--- config.mk ---
export PLATFORM = sky130hd
export DESIGN_NAME = rr_arbiter4_flat
export DESIGN_NICKNAME = d
export VERILOG_FILES = /design/src/rtl/rr_arbiter4_if.sv /design/src/rtl/rr_arbiter4.sv /design/src/flat_wrapper.sv
export SDC_FILE = /design/constraint.sdc
export NUM_CORES = 1
export LEC_CHECK = 0
export CAP_MARGIN = 20
export CORE_UTILIZATION = 45
export DETAILED_ROUTE_END_ITERATION = 12
export PLACE_DENSITY = 0.66
export SYNTH_ARGS = -nofsm -noshare
export SYNTH_HDL_FRONTEND = slang
export SYNTH_SLANG_ARGS = --single-unit
export TNS_END_PERCENT = 30
--- constraint.sdc ---
create_clock -name clk -period 5.25 [get_ports clk]
set_input_delay 1.05 -clock clk [delete_from_list [all_inputs] [get_ports clk]]
set_output_delay 1.05 -clock clk [all_outputs]
set_load 0.05 [all_outputs]
--- src/rtl/rr_arbiter4_if.sv ---
`default_nettype none
// ============================================================================
// Module      : rr_arbiter4_if
// Description : Request/grant bundle between four requesters and the
//               round-robin arbiter. The master side drives requests, the
//               slave side (the arbiter) returns the registered grant view.
// Revision    : 1.0 - initial release
// ============================================================================
interface rr_arbiter4_if;
    logic [3:0] req;
    logic [3:0] grant;
    logic [1:0] gnt_id;
    logic       busy;
    logic       expired;

    modport master (
        output req,
        input  grant,
        input  gnt_id,
        input  busy,
        input  expired
    );

    modport slave (
        input  req,
        output grant,
        output gnt_id,
        output busy,
        output expired
    );
endinterface
`default_nettype wire

--- src/rtl/rr_arbiter4.sv ---
`default_nettype none
// ============================================================================
// Module      : rr_arbiter4
// Description : Four-requester round-robin arbiter with a one-hot rotating
//               priority pointer, registered one-hot grant and a bounded
//               hold time per owner (forced preemption after MAX_HOLD cycles
//               while another requester waits).
// Revision    : 1.0 - initial release
// ============================================================================
module rr_arbiter4 #(
    parameter int unsigned MAX_HOLD = 8     // 1..15, fits the 4-bit hold counter
) (
    input  logic         clk,
    input  logic         reset,
    rr_arbiter4_if.slave bus
);

    localparam logic [3:0] c_MAX_HOLD = MAX_HOLD[3:0];

    typedef enum logic [0:0] {
        S_IDLE  = 1'b0,
        S_GRANT = 1'b1
    } state_t;

    state_t     r_state;
    logic [3:0] r_ptr;
    logic [3:0] r_grant;
    logic [1:0] r_gnt_id;
    logic [3:0] r_hold_cnt;
    logic       r_busy;
    logic       r_expired;

    // Returns {found, index} of the first set bit of r scanning upward from
    // start with wrap. Scanning the order backwards lets the earliest
    // candidate overwrite later ones.
    function automatic logic [2:0] f_search(input logic [3:0] r, input logic [1:0] start);
        logic [2:0] res;
        logic [1:0] idx;
        res = 3'b000;
        for (int k = 3; k >= 0; k--) begin
            idx = start + k[1:0];
            if (r[idx]) begin
                res = {1'b1, idx};
            end
        end
        return res;
    endfunction

    logic [1:0] w_ptr_idx;
    logic [1:0] w_next_ptr_idx;
    logic [3:0] w_next_ptr;
    logic [3:0] w_others;
    logic       w_owner_req;
    logic       w_at_limit;
    logic [2:0] w_idle_pick;
    logic [2:0] w_hand_pick;
    logic       w_idle_found;
    logic [1:0] w_idle_idx;
    logic       w_hand_found;
    logic [1:0] w_hand_idx;

    // Decode the one-hot pointer back into the index the search starts from.
    always_comb begin
        w_ptr_idx = 2'd0;
        for (int i = 0; i < 4; i++) begin
            if (r_ptr[i]) begin
                w_ptr_idx = i[1:0];
            end
        end
    end

    // On release or preemption the pointer advances past the owner and the
    // owner itself is excluded from the handoff search.
    assign w_next_ptr_idx = r_gnt_id + 2'd1;
    assign w_next_ptr     = 4'b0001 << w_next_ptr_idx;
    assign w_others       = bus.req & ~r_grant;
    assign w_owner_req    = |(bus.req & r_grant);
    assign w_at_limit     = (r_hold_cnt == c_MAX_HOLD);

    assign w_idle_pick  = f_search(bus.req, w_ptr_idx);
    assign w_hand_pick  = f_search(w_others, w_next_ptr_idx);
    assign w_idle_found = w_idle_pick[2];
    assign w_idle_idx   = w_idle_pick[1:0];
    assign w_hand_found = w_hand_pick[2];
    assign w_hand_idx   = w_hand_pick[1:0];

    // Arbitration state machine; every output is registered here.
    always_ff @(posedge clk) begin
        if (reset) begin
            r_state    <= S_IDLE;
            r_ptr      <= 4'b0001;
            r_grant    <= 4'b0000;
            r_gnt_id   <= 2'd0;
            r_hold_cnt <= 4'd0;
            r_busy     <= 1'b0;
            r_expired  <= 1'b0;
        end else begin
            r_expired <= 1'b0;
            if (r_state == S_IDLE) begin
                if (w_idle_found) begin
                    r_grant    <= 4'b0001 << w_idle_idx;
                    r_gnt_id   <= w_idle_idx;
                    r_hold_cnt <= 4'd1;
                    r_busy     <= 1'b1;
                    r_state    <= S_GRANT;
                end
            end else begin
                if (!w_owner_req) begin
                    // Owner released: hand off without an idle gap if possible.
                    r_ptr <= w_next_ptr;
                    if (w_hand_found) begin
                        r_grant    <= 4'b0001 << w_hand_idx;
                        r_gnt_id   <= w_hand_idx;
                        r_hold_cnt <= 4'd1;
                    end else begin
                        r_grant    <= 4'b0000;
                        r_gnt_id   <= 2'd0;
                        r_hold_cnt <= 4'd0;
                        r_busy     <= 1'b0;
                        r_state    <= S_IDLE;
                    end
                end else if (w_at_limit) begin
                    if (w_hand_found) begin
                        // Hold limit reached with someone waiting: preempt.
                        r_ptr      <= w_next_ptr;
                        r_grant    <= 4'b0001 << w_hand_idx;
                        r_gnt_id   <= w_hand_idx;
                        r_hold_cnt <= 4'd1;
                        r_expired  <= 1'b1;
                    end else begin
                        // Nobody waiting: keep the owner, restart its window.
                        r_hold_cnt <= 4'd1;
                    end
                end else begin
                    r_hold_cnt <= r_hold_cnt + 4'd1;
                end
            end
        end
    end

    assign bus.grant   = r_grant;
    assign bus.gnt_id  = r_gnt_id;
    assign bus.busy    = r_busy;
    assign bus.expired = r_expired;

endmodule
`default_nettype wire

--- src/flat_wrapper.sv ---
// flat-port wrapper written by rule: the top's interface ports become plain ports
module rr_arbiter4_flat 
#(
    parameter int unsigned MAX_HOLD = 8                                          
)
  (clk, reset, bus_req, bus_grant, bus_gnt_id, bus_busy, bus_expired);
  rr_arbiter4_if bus_i ();
  input  logic clk;
  input  logic reset;
  input wire logic [$bits(bus_i.req)-1:0] bus_req;
  output wire logic [$bits(bus_i.grant)-1:0] bus_grant;
  output wire logic [$bits(bus_i.gnt_id)-1:0] bus_gnt_id;
  output wire logic [$bits(bus_i.busy)-1:0] bus_busy;
  output wire logic [$bits(bus_i.expired)-1:0] bus_expired;
  assign bus_i.req = bus_req;
  assign bus_grant = bus_i.grant;
  assign bus_gnt_id = bus_i.gnt_id;
  assign bus_busy = bus_i.busy;
  assign bus_expired = bus_i.expired;
  rr_arbiter4 #(.MAX_HOLD(MAX_HOLD)) u_core (.clk(clk), .reset(reset), .bus(bus_i));
endmodule
==> results of run 1 <==
-- cell type report --
class                      count  share of cell area
tap                           31              0.0259
inverter                       8              0.0201
clock buffer                   3              0.0151
sequential                    16               0.214
timing repair buffer          13              0.0870
multi-input combinational    130               0.638
-- power breakdown --
part	switching [W]	leakage [nW]	internal (W)
clock network	0.0000378	0.0138	0.0000266
logic	0.000398	0.396	0.000275
registers	0.0000678	0.131	0.000157
-- final timing paths --
| kind | end | startpoint | cells after the start |
|---|---|---|---|
| worst max register to register | u_core.bus.grant[1]$_SDFFE_PP0P_ | u_core.bus.gnt_id[0]$_SDFFE_PP0P_ | 8 |
| worst max-delay path | u_core.bus.grant[1]$_SDFFE_PP0P_ | bus_req[2] | 7 |
| worst min register to register | u_core.bus.busy$_SDFFE_PP0P_ | u_core.bus.busy$_SDFFE_PP0P_ | 2 |
| worst min-delay path | u_core.bus.busy$_SDFFE_PP0P_ | u_core.bus.busy$_SDFFE_PP0P_ | 2 |
-- routing by layer --
metal / wire length [µm] / global-route usage / vias up
met4: 49 / 0.0871 / 0
met3: 99 / 0.0295 / 6
met2: 1460 / 0.324 / 27
met5: 0 / 0 / -
li1: - / - / 626
met1: 1590 / 0.305 / 600
-- registers in the layout, indices dropped and copies added, names as in the netlist --
register            count
u_core.bus.busy         1
u_core.bus.expired      1
u_core.bus.gnt_id       2
u_core.bus.grant        4
u_core.r_hold_cnt       4
u_core.r_ptr            3
u_core.r_state          1
-- layout by cell type (no fill, tap or decap), types with 2 or more instances in the layout --
cell and n:
nand2b_1 6, inv_1 8, clkbuf_4 3, nand2_1 7, a221oi_2 3, mux2i_1 5, o21ai_2 2, clkdlybuf4s50_1 13
a22oi_1 2, and3b_1 2, a21oi_1 9, dfxtp_1 16, nor2b_1 2, a211oi_1 3, a21boi_0 2, nand3b_1 7
o21bai_1 2, or3_1 2, nor2_1 17, o21ai_1 4, a311oi_1 5, a21o_1 2, nand3_1 5, ha_1 5
o21ai_0 5, nor3_1 4
-- synth_stat cells (2+ instances only) --
master    count
nand3_1       5
o21bai_1      2
a21oi_1       9
nor2b_1       2
clkbuf_1      2
o21ai_1       4
buf_6         3
a21boi_0      2
o21ai_0       5
ha_1          5
a21o_1        2
nor2_1       17
dfxtp_1      16
or3_1         2
buf_4         3
a221oi_2      3
nand2b_1      6
a22oi_1       2
a211oi_1      3
nand3b_1      7
nor3_1        4
o21ai_2       2
nand2_1       7
a311oi_1      5
and3b_1       2
mux2i_1       5
inv_1         8
-- worst min-delay path, stage by stage, from the launching register on --
cell,delay [ns]
dfxtp_1,0.32
o21ai_0,0.07
a21oi_1,0.06
-- cell families (layout without fill, tap and decap cells) --
family / count (synthesis) / after routing / share of synthesized area
multiplexers: 6 / 6 / 0.0473
AND/OR/NAND/NOR: 66 / 66 / 0.282
AO/OA/AOI/OAI: 52 / 52 / 0.312
adder cells (fa/ha/maj): 5 / 5 / 0.0455
buffers and inverters: 18 / 24 / 0.0745
flip-flops: 16 / 16 / 0.233
XOR/XNOR: 1 / 1 / 0.00636
-- through the flow --
step / instance area (µm²) / cells / util / power [W] / setup slack, ns
floorplan: 1380 / 164 / - / 0.000760 / 2.46
global placement: 1470 / 198 / 0.521 / 0.000881 / 1.96
detailed placement: 1470 / 198 / 0.521 / 0.000895 / 1.93
CTS: 1500 / 201 / 0.529 / 0.000962 / 2.21
global route: 1500 / 201 / 0.529 / 0.00104 / 1.98
finish: 1500 / 201 / 0.529 / 0.000963 / 2.17
==> flow_metrics.py, run 1 <==
metrics = {
    "cts": {
        "cts_made_buffers": 3,
        "cts_tree": "done",
        "cts_root_buf": "clkbuf_4",
        "clk_pin_slew_ns": 0.09,
        "cts_buffer_depth": 2,
        "cts_hold_buf": 0,
        "clkLatencyLatePin_ns": 0.28,
        "cts_sinks": 16,
        "cts-resized-gates": 0,
        "clock_tree.htree_level_count": 1,
        "cts_setup_buffers": 0,
    },
    "run": {
        "drv_cap": 0,
    },
    "power": {
        "ir_drop_mv": 0.381,
        "pwr_density_cell_nw_per_um2": 644,
        "power_leakage_nw": 0.542,
    },
    "setup_path": {
        "r2r_slack_ns": 2.33,
        "worst-path-buf-inv": 1,
        "timing.critical_path.cells": "clkdlybuf4s50_1, nor3b_2, a2bb2oi_2, o21ai_1, a31oi_4, or3b_1, a211oi_2",
        "cp_slowest_stage_delay_ns": 0.68,
        "path_max_fanout": 9,
        "critPathKind": "input port to register",
        "cp_top_family": "compound AO/OA/AOI/OAI gates",
        "startpoint_type": "input port",
        "required_ns": 5.45,
        "crit_slowest_cell": "clkdlybuf4s50_1",
        "crit_arrival_ns": 3.28,
        "endpoint_kind": "register",
    },
    "synth": {
        "synth_enable_flop_cells": 0,
        "avgSynthCellArea_um2": 8.39,
        "ys_types": 58,
        "synthCells": 164,
        "yosys_most_used_dff": "dfxtp_1",
        "ys_seq_area_frac": 0.233,
        "yosysWarnings": 0,
        "yosysTopAreaCell": "dfxtp_1",
        "synth_top_area_frac": 0.233,
        "synthArstFlopShare": 0,
        "synth_area_leaders": "dfxtp_1 (23%), nor2_1 (4.6%), ha_1 (4.5%)",
        "synth_nets": 175,
        "synth-seq-cells": 16,
        "synth_area_um2": 1380,
    },
    "sta": {
        "fin_crit_sh": 0.586,
        "hold_viol_final": 0,
        "finalMaxSlewViolations": 0,
        "fin_tns_setup_ns": 0,
        "setup_viol": 0,
        "slew_headroom": 0.522,
        "rsz0062_at_grt": "false",
        "clock_skew_ns": 0.00257,
        "worst_pin_slew_ns": 0.716,
        "fmax_mhz": 325,
        "whs_ns": 0.491,
        "min_period_ns": 3.08,
    },
    "final_layout": {
        "drive_gt1_frac": 0.118,
        "fillers": 274,
        "seqCellArea_um2": 320,
        "diodes": 0,
        "multi_input_area_um2": 953,
        "syn_to_final_growth_pct": 8.64,
        "fin_nets": 183,
    },
    "detailed_routing": {
        "routed_via_density": 6.26,
        "drt_iter0_markers": 39,
        "wl_um": 3200,
        "drc": 2,
        "ant_nets": 0,
        "vias": 1259,
        "wire_per_inst_um": 15.9,
        "firstDrtPassIters": 9,
    },
    "global_route": {
        "grt_pass1_vias": 1161,
        "antenna_found_initial": 0,
        "grt_usage": 0.213,
        "grt_overflow": 0,
        "grt_max_degree": 19,
        "grt_pass1_wl_um": 5410,
    },
    "die": {
        "fp.coreArea_um2": 2830,
        "num_rows": 19,
        "num_io_pins": 14,
        "chipWidth_um": 57.3,
        "start_util": 0.487,
        "die_height_um": 57.3,
        "dieArea_um2": 3280,
    },
    "placed_design": {
        "gp_congestion": 0.881,
        "dp_hpwl_um": 2410,
        "portBuffers": 13,
    },
    "min_path": {
        "min_path_type": "register to register",
    },
    "outcome": {
        "failed_checks": "DRC",
        "outcome": "finished with violations",
    },
}
Note: power is estimated with default switching activity, not from simulation.
==> run 2, diff against run 1 <==
PLACE_DENSITY = 0.68   (was 0.66)
clock period = 2.65 ns   (was 5.25 ns; I/O delays follow)
==> flow_metrics.py, run 2 (synthesized netlist as in run 1, its figures left out) <==
metrics = {
    "outcome": {
        "outcome": "finished, final reports clean",
    },
    "setup_path": {
        "critPathKind": "input port to register",
        "required_ns": 2.83,
        "r2r_slack_ns": 0.34,
        "crit_start": "bus_req[1]",
        "crit_arrival_ns": 2.52,
        "timing.rr.end": "u_core.bus.grant[1]$_SDFFE_PP0P_",
        "worstSetupEndpoint": "u_core.bus.grant[3]$_SDFFE_PP0P_",
        "startpoint_type": "input port",
        "path_max_fanout": 5,
        "r2r-start": "u_core.bus.gnt_id[1]$_SDFFE_PP0P_",
        "endpoint_kind": "register",
        "worst-r2r-cell-count": 7,
    },
    "power": {
        "ir_drop_mv": 0.631,
        "pwr_density_cell_nw_per_um2": 1250,
        "power_leakage_nw": 0.593,
    },
    "global_route": {
        "grt_pass1_vias": 1220,
        "grt_overflow": 0,
        "grt_max_degree": 16,
        "antenna_found_initial": 0,
        "grt_pass1_wl_um": 5650,
        "grt_usage": 0.221,
    },
    "die": {
        "die_height_um": 57.3,
        "num_io_pins": 14,
        "chipWidth_um": 57.3,
        "start_util": 0.487,
        "dieArea_um2": 3280,
        "fp.coreArea_um2": 2830,
        "num_rows": 19,
    },
    "detailed_routing": {
        "wire_per_inst_um": 15.2,
        "ant_nets": 0,
        "firstDrtPassIters": 4,
        "routed_via_density": 5.99,
        "drc": 0,
        "wl_um": 3210,
        "vias": 1263,
        "drt_iter0_markers": 63,
    },
    "final_layout": {
        "fin_nets": 192,
        "final_cell_area_um2": 1580,
        "seqCellArea_um2": 322,
        "drive_gt1_frac": 0.172,
        "diodes": 0,
        "fillers": 252,
        "syn_to_final_growth_pct": 14.6,
        "multi_input_area_um2": 953,
        "final_common_cell": "nor2_1",
        "final_cell_mix": "nor2_1 (17), dfxtp_1 (15), clkdlybuf4s50_1 (13), a21oi_1 (9), buf_4 (9)",
    },
    "sta": {
        "clock_skew_ns": 0.00935,
        "fin_tns_setup_ns": 0,
        "min_period_ns": 2.33,
        "hold_viol_final": 0,
        "rsz0062_at_grt": "false",
        "fmax_mhz": 429,
        "worst_pin_slew_ns": 0.517,
        "setup_viol": 0,
        "finalMaxSlewViolations": 0,
        "fin_crit_sh": 0.880,
        "slew_headroom": 0.653,
    },
    "cts": {
        "cts_root_buf": "clkbuf_4",
        "cts_made_buffers": 3,
        "cts-resized-gates": 0,
        "clock_tree.htree_level_count": 1,
        "clkLatencyLatePin_ns": 0.29,
        "cts_setup_buffers": 0,
        "cts_sinks": 16,
        "cts_buffer_depth": 2,
        "clk_pin_slew_ns": 0.10,
        "cts_hold_buf": 0,
        "cts_tree": "done",
    },
    "min_path": {
        "min_path_type": "register to register",
    },
    "run": {
        "drv_cap": 0,
    },
    "placed_design": {
        "gp_congestion": 0.887,
        "dp_hpwl_um": 2510,
        "place_area_um2": 1540,
        "portBuffers": 13,
    },
}
==> run 2: changes by cell type in the layout (fill, tap and decap cells not counted) <==
cell	previous run	this run
buf_4	0	9
clkbuf_8	0	1
dfxtp_1	16	15
dfxtp_2	0	1
==> run 2: how the worst min path moves through the flow <==
stage                                                   end  slack [ns]  cells after the start                         startpoint
final                     u_core.r_hold_cnt[3]$_SDFFE_PP0P_        0.49                      1  u_core.r_hold_cnt[3]$_SDFFE_PP0P_
after global routing           u_core.bus.busy$_SDFFE_PP0P_        0.51                      2       u_core.bus.busy$_SDFFE_PP0P_
after CTS                 u_core.r_hold_cnt[3]$_SDFFE_PP0P_        0.48                      1  u_core.r_hold_cnt[3]$_SDFFE_PP0P_
after detailed placement  u_core.r_hold_cnt[3]$_SDFFE_PP0P_        0.46                      1  u_core.r_hold_cnt[3]$_SDFFE_PP0P_
after global placement    u_core.r_hold_cnt[3]$_SDFFE_PP0P_        0.46                      1  u_core.r_hold_cnt[3]$_SDFFE_PP0P_
after floorplan           u_core.r_hold_cnt[3]$_SDFFE_PP0P_        0.44                      1  u_core.r_hold_cnt[3]$_SDFFE_PP0P_
==> run 2: per-layer routing <==
metal  global-route usage  up-vias  share of wire
met4               0.0697        0          0.010
li1                     -      643              -
met2                0.338       36           0.46
met3               0.0385        6          0.043
met5                    0        -              0
met1                0.316      578           0.49
==> run 2: per-stage QoR <==
step	util	setup WS (ns)	total power, W	instances	hold WS [ns]
2_1_floorplan	-	0.0513	0.00151	164	0.440
3_3_place_gp	0.545	0.0949	0.00178	207	0.459
3_5_place_dp	0.545	0.0658	0.00180	207	0.464
4_1_cts	0.558	0.333	0.00197	211	0.483
5_1_grt	0.558	0.0848	0.00213	211	0.506
6_report	0.558	0.317	0.00198	211	0.489
==> run 2: report_power, final <==
part	total, W	internal (W)	switching (W)
Clock	0.000161	0.0000837	0.0000770
Sequential	0.000410	0.000314	0.0000964
Combinational	0.00141	0.000579	0.000828
Total	0.00198	0.000976	0.00100
==> run 2: area by class of cell <==
type,instances,share of cell area
multi-input combinational,130,0.604
timing repair buffer,22,0.125
clock buffer,4,0.0230
inverter,8,0.0190
tap,31,0.0246
sequential,16,0.204
==> run 2: critical path, cell delays in order <==
cell             delay, ns
clkdlybuf4s50_1       0.49
nor2b_1               0.21
nor4b_1               0.34
o21bai_1              0.15
a221oi_2              0.38
nand3b_1              0.13
a311oi_1              0.30
